**src/rtl/capture_scheduler.sv**
```systemverilog
// Capture scheduler: arbitrates shutter-button and interval auto-capture requests,
// sequences one frame through RE_control and guards each wait phase with a watchdog.
module capture_scheduler #(
  parameter int INT_W  = 8,
  parameter int TO_CYC = 64,
  parameter int CNT_W  = 8
) (
  input  logic             clk,
  input  logic             reset,
  input  logic             btn,
  input  logic             auto_en,
  input  logic [INT_W-1:0] interval,
  input  logic             exp_inc_in,
  input  logic             exp_dec_in,
  input  logic             expose,
  input  logic             adc,
  output logic             init,
  output logic             exp_inc,
  output logic             exp_dec,
  output logic             busy,
  output logic             frame_done,
  output logic             req_drop,
  output logic             timeout_err,
  output logic [CNT_W-1:0] frame_cnt
);

  localparam int WD_W = $clog2(TO_CYC + 1);
  localparam logic [WD_W-1:0] WD_LAST = WD_W'(TO_CYC - 1);

  typedef enum logic [2:0] {IDLE, START, W_EXP, W_ADC, W_END, DONE} state_t;

  state_t            state, state_nxt;
  logic              btn_prev, btn_pend, auto_pend;
  logic [INT_W-1:0]  tcnt;
  logic [WD_W-1:0]   wdog, wdog_nxt;
  logic              btn_edge, take_btn, take_any, wd_trip;

  assign btn_edge = btn & ~btn_prev;

  // Next-state logic; wdog is zeroed on every entry into a wait state.
  always_comb begin
    state_nxt = state;
    wdog_nxt  = wdog;
    take_btn  = 1'b0;
    take_any  = 1'b0;
    wd_trip   = 1'b0;
    case (state)
      IDLE: begin
        if (btn_pend) begin
          take_btn  = 1'b1;
          take_any  = 1'b1;
          state_nxt = START;
        end else if (auto_pend) begin
          take_any  = 1'b1;
          state_nxt = START;
        end
      end
      START: begin
        state_nxt = W_EXP;
        wdog_nxt  = '0;
      end
      W_EXP: begin
        if (expose) begin
          state_nxt = W_ADC;
          wdog_nxt  = '0;
        end else if (wdog == WD_LAST) begin
          wd_trip   = 1'b1;
          state_nxt = IDLE;
        end else begin
          wdog_nxt = wdog + 1'b1;
        end
      end
      W_ADC: begin
        if (adc) begin
          state_nxt = W_END;
          wdog_nxt  = '0;
        end else if (wdog == WD_LAST) begin
          wd_trip   = 1'b1;
          state_nxt = IDLE;
        end else begin
          wdog_nxt = wdog + 1'b1;
        end
      end
      W_END: begin
        if (!adc) begin
          state_nxt = DONE;
        end else if (wdog == WD_LAST) begin
          wd_trip   = 1'b1;
          state_nxt = IDLE;
        end else begin
          wdog_nxt = wdog + 1'b1;
        end
      end
      DONE:    state_nxt = IDLE;
      default: state_nxt = IDLE;
    endcase
  end

  always_ff @(posedge clk or posedge reset) begin
    if (reset) begin
      state <= IDLE;
      wdog  <= '0;
    end else begin
      state <= state_nxt;
      wdog  <= wdog_nxt;
    end
  end

  // Request capture: a new edge wins over consumption in the same cycle.
  always_ff @(posedge clk or posedge reset) begin
    if (reset) begin
      btn_prev  <= 1'b0;
      btn_pend  <= 1'b0;
      req_drop  <= 1'b0;
      auto_pend <= 1'b0;
      tcnt      <= '0;
    end else begin
      btn_prev <= btn;
      btn_pend <= btn_edge | (btn_pend & ~take_btn);
      req_drop <= btn_edge & btn_pend & ~take_btn;
      if (!auto_en || interval == '0) begin
        tcnt      <= interval;
        auto_pend <= 1'b0;
      end else if (tcnt <= INT_W'(1)) begin
        tcnt      <= interval;
        auto_pend <= 1'b1;
      end else begin
        tcnt      <= tcnt - 1'b1;
        auto_pend <= auto_pend & ~take_any;
      end
    end
  end

  // Registered outputs, decoded from the state being entered.
  always_ff @(posedge clk or posedge reset) begin
    if (reset) begin
      init        <= 1'b0;
      busy        <= 1'b0;
      frame_done  <= 1'b0;
      exp_inc     <= 1'b0;
      exp_dec     <= 1'b0;
      timeout_err <= 1'b0;
      frame_cnt   <= '0;
    end else begin
      init       <= (state_nxt == START);
      busy       <= (state_nxt != IDLE);
      frame_done <= (state_nxt == DONE);
      exp_inc    <= exp_inc_in & ~exp_dec_in & (state == IDLE);
      exp_dec    <= exp_dec_in & ~exp_inc_in & (state == IDLE);
      if (state == DONE) begin
        frame_cnt   <= frame_cnt + 1'b1;
        timeout_err <= 1'b0;
      end else if (wd_trip) begin
        timeout_err <= 1'b1;
      end
    end
  end

endmodule

```
**config.mk**
```make
export PLATFORM = sky130hd
export DESIGN_NAME = capture_scheduler
export DESIGN_NICKNAME = d
export VERILOG_FILES = /design/src/rtl/capture_scheduler.sv
export SDC_FILE = /design/constraint.sdc
export NUM_CORES = 1
export LEC_CHECK = 0
export ABC_AREA = 0
export CAP_MARGIN = 30
export CORE_ASPECT_RATIO = 0.9
export CORE_MARGIN = 8
export CORE_UTILIZATION = 47
export DETAILED_ROUTE_END_ITERATION = 8
export PLACE_DENSITY = 0.75
export REMOVE_ABC_BUFFERS = 1
export SYNTH_ARGS = -nofsm -noshare
export SYNTH_HDL_FRONTEND = slang
export SYNTH_SLANG_ARGS = --single-unit
```
**constraint.sdc**
```tcl
create_clock -name clk -period 1.85 [get_ports clk]
set_clock_uncertainty 0.15 [all_clocks]
set_input_delay 0.185 -clock clk [delete_from_list [all_inputs] [get_ports clk]]
set_output_delay 0.185 -clock clk [all_outputs]
set_load 0.02 [all_outputs]
```
==> impl_results.md <==
- Input/output buffers: 30
- PwrDens: 1192 mW/mm^2
- Vias in the first global route: 1460
- Area contributors post-synth: dfrtp_1, mux2_4, xnor2_1
- Die Y-Extent: 74.33 um
- Initial Util: 48.30%
- Slew Limit Fails: 0
- WP data arrival: 1.84 ns
- CTS tree: built
- Die Area: 0.006007 sq mm
- Hold Path Class: in2reg
- Slowest cell on crit path: dfrtp_1
- Seq/Total Area, Yosys: 50.70%
- Slew headroom: 69.60%
- Synth Flop Type: dfrtp_1
- CTS buffer count: 5
- Clk sinks: 36
- Clock-pin slew on the worst setup and hold paths: 0.07 ns
- Largest area contributor in the netlist: dfrtp_1
- Cell count after placement: 254
- Die width: 80.81 um
- GPL Wtd Cong: 0.8667
- Worst slew pin tran: 0.4526 ns
- Area Growth Syn to Fin: 38.31%
- Syn Area/Cell: 11.10 sq um
- Count of final setup violators: 0
- Worst vdd ir: 0.0005216 V
- HPWL after DPL: 2976 um
- Initial DRC Count: 93
- RSZ-0062 raised after global routing: true
- Dpl cell area: 0.002267 sq mm
- Post-synth ARST share: 100.0%
- Critical Path, Cell by Cell: inv_1, ha_2, o211ai_1, nor2b_4, buf_12, mux2_4
- Cell variety after synth: 41
- Post-route insts no fill: 266
- Post-synth EDFFs: 0
- R2r setup slk: 0.04 ns
- Share of the synthesized area in the top cell type: 50.70%
- CP required: 1.88 ns
- Routed length on met2: 2000 um
- I/O Pins: 31
- Filler cells: 282
- F_max: 0.5514 GHz
- Outcome: complete, no violations
- Remaining global-route overflow: 0
- Core Box Area: 0.003679 sq mm
- Nets@finish: 239
- Multi-input gate area: 857.1 sq um
- DR WL/cell: 15.41 um
- Maximum root-to-sink buffer count: 2
- Critical path class: reg2reg
- Final Hold Fails: 0
- DRC: 0
- Crit start category: register
- CP Buf/Inv Count: 2
- Register Area: 902.1 sq um
- WL final: 4100 um
- Period utilisation layout: 98.04%
- Syn. warnings: 0
- Share of layout cells above drive strength 1: 24.55%
- GRT Util Overall: 14.72%
- Critical path capture point type: register
- Row count: 21
- #FFs+latches synth: 36
- Hold-fix buffers, CTS: 0
- Max_cap viols: 0
- Final Cell Area: 0.002457 sq mm
- Routed wl met3: 259 um
- Post-synthesis cell area: 0.001777 sq mm
- Initial antenna violation count: 0
- Met1 wire length: 1642 um
- Slowest stage delay, CP: 0.38 ns
- Count leader, synth: dfrtp_1
- Root buffer cell: clkbuf_8
- Drt first pass iters: 4
- Largest net degree at the start of global routing: 37
- Number of H-tree levels: 2
- Cell count after synthesis: 160
- Hold slack: 0.03562 ns
- Top cells by count, synth: dfrtp_1, nor2_1, nand3_1
- Via count: 1415
- DRT antenna net count: 0
- Cell family with most CP delay: flip-flops
- Pleak: 1.137 nW
- Antenna Cells: 0
- Post-DR vias/cell: 5.320
- Final critical-path required period: 1.814 ns
- Power, Total: 2.929 mW
- Top sig layer: met4
- First-pass GRT wire length: 6748 um
- Later-pin clock latency in the skew report: 0.29 ns
- Largest fanout on the critical path: 8
-- layout by cell type (no fill, tap or decap), drive strengths merged, types with 5 or more instances in the layout --
cell type,instances
o21ai,9
mux2,8
nand3,10
a21oi,6
clkbuf,6
buf,26
or3,5
dfrtp,36
nand2,9
nor2,11
clkdlybuf4s50,26
xnor2,8
inv,8
xor2,6
-- routing by layer --
metal	vias to the layer above	GRT usage [%]
met5	-	0
met4	0	10.30
met3	19	3.382
met2	53	24.64
met1	669	16.25
li1	674	-
-- through the flow --
stage,utilization (%),setup slack [ns],setup TNS [ns]
after global placement,61.63,-0.3560,-2.711
after floorplan,-,-0.2253,-1.654
after CTS,65.78,0.01413,0
after detailed placement,61.63,-0.4708,-3.623
after global routing,66.80,-0.04712,-0.2514
final,66.80,0.03632,0
-- flip-flops by register name (all words and copies together), names as in the netlist --
signal and count:
frame_cnt 8, frame_done 1, init 1, btn_prev 1, exp_dec 1, busy 1
state 3, btn_pend 1, tcnt 8, timeout_err 1, auto_pend 1, exp_inc 1
wdog 7, req_drop 1
-- repair_timing --
item / 4_1_cts / 5_1_grt
gates resized for setup: 7 / 8
pin swaps: 1 / 5
setup endpoints to repair: 8 / 9
setup buffers: 2 / 2
-- path summary, 6_finish.rpt --
path | start | cells past startpoint | end
worst max-delay path | tcnt[0] | 6 | tcnt[4]
worst min-delay path | interval[2] | 2 | tcnt[2]
worst max register to register | tcnt[0] | 6 | tcnt[4]
worst min register to register | frame_cnt[7] | 1 | frame_cnt[7]
max in group asynchronous | reset | 3 | state[1]
min in group asynchronous | reset | 3 | tcnt[4]
-- where the power goes --
part / leakage, nW / total [mW] / internal (mW) / switching, mW
Clock: 0.0510 / 0.585 / 0.297 / 0.288
Combinational: 0.626 / 1.21 / 0.622 / 0.586
Sequential: 0.460 / 1.14 / 0.966 / 0.169
Total: 1.14 / 2.93 / 1.89 / 1.04
-- kinds of logic (layout without fill, tap and decap cells) --
| family | after synthesis | in the layout | share of synthesized area (%) |
|---|---|---|---|
| and+or+nand+nor | 60 | 60 | 19.23 |
| adders and majority gates | 4 | 4 | 2.817 |
| DFF | 36 | 36 | 50.70 |
| buffers and inverters | 12 | 72 | 3.521 |
| muxes | 10 | 10 | 7.676 |
| AOI/OAI and AO/OA | 24 | 24 | 9.155 |
| xor gates and xnor gates | 14 | 14 | 6.902 |
-- layout make-up --
| type | instances | area share [%] |
|---|---|---|
| clock inverter | 2 | 0.4073 |
| multi-input combinational | 112 | 34.88 |
| tap | 46 | 2.342 |
| inverter | 8 | 1.222 |
| clock buffer | 6 | 3.360 |
| sequential | 36 | 36.71 |
| timing repair buffer | 56 | 21.08 |
No activity file was read; power rests on OpenSTA's default activity.
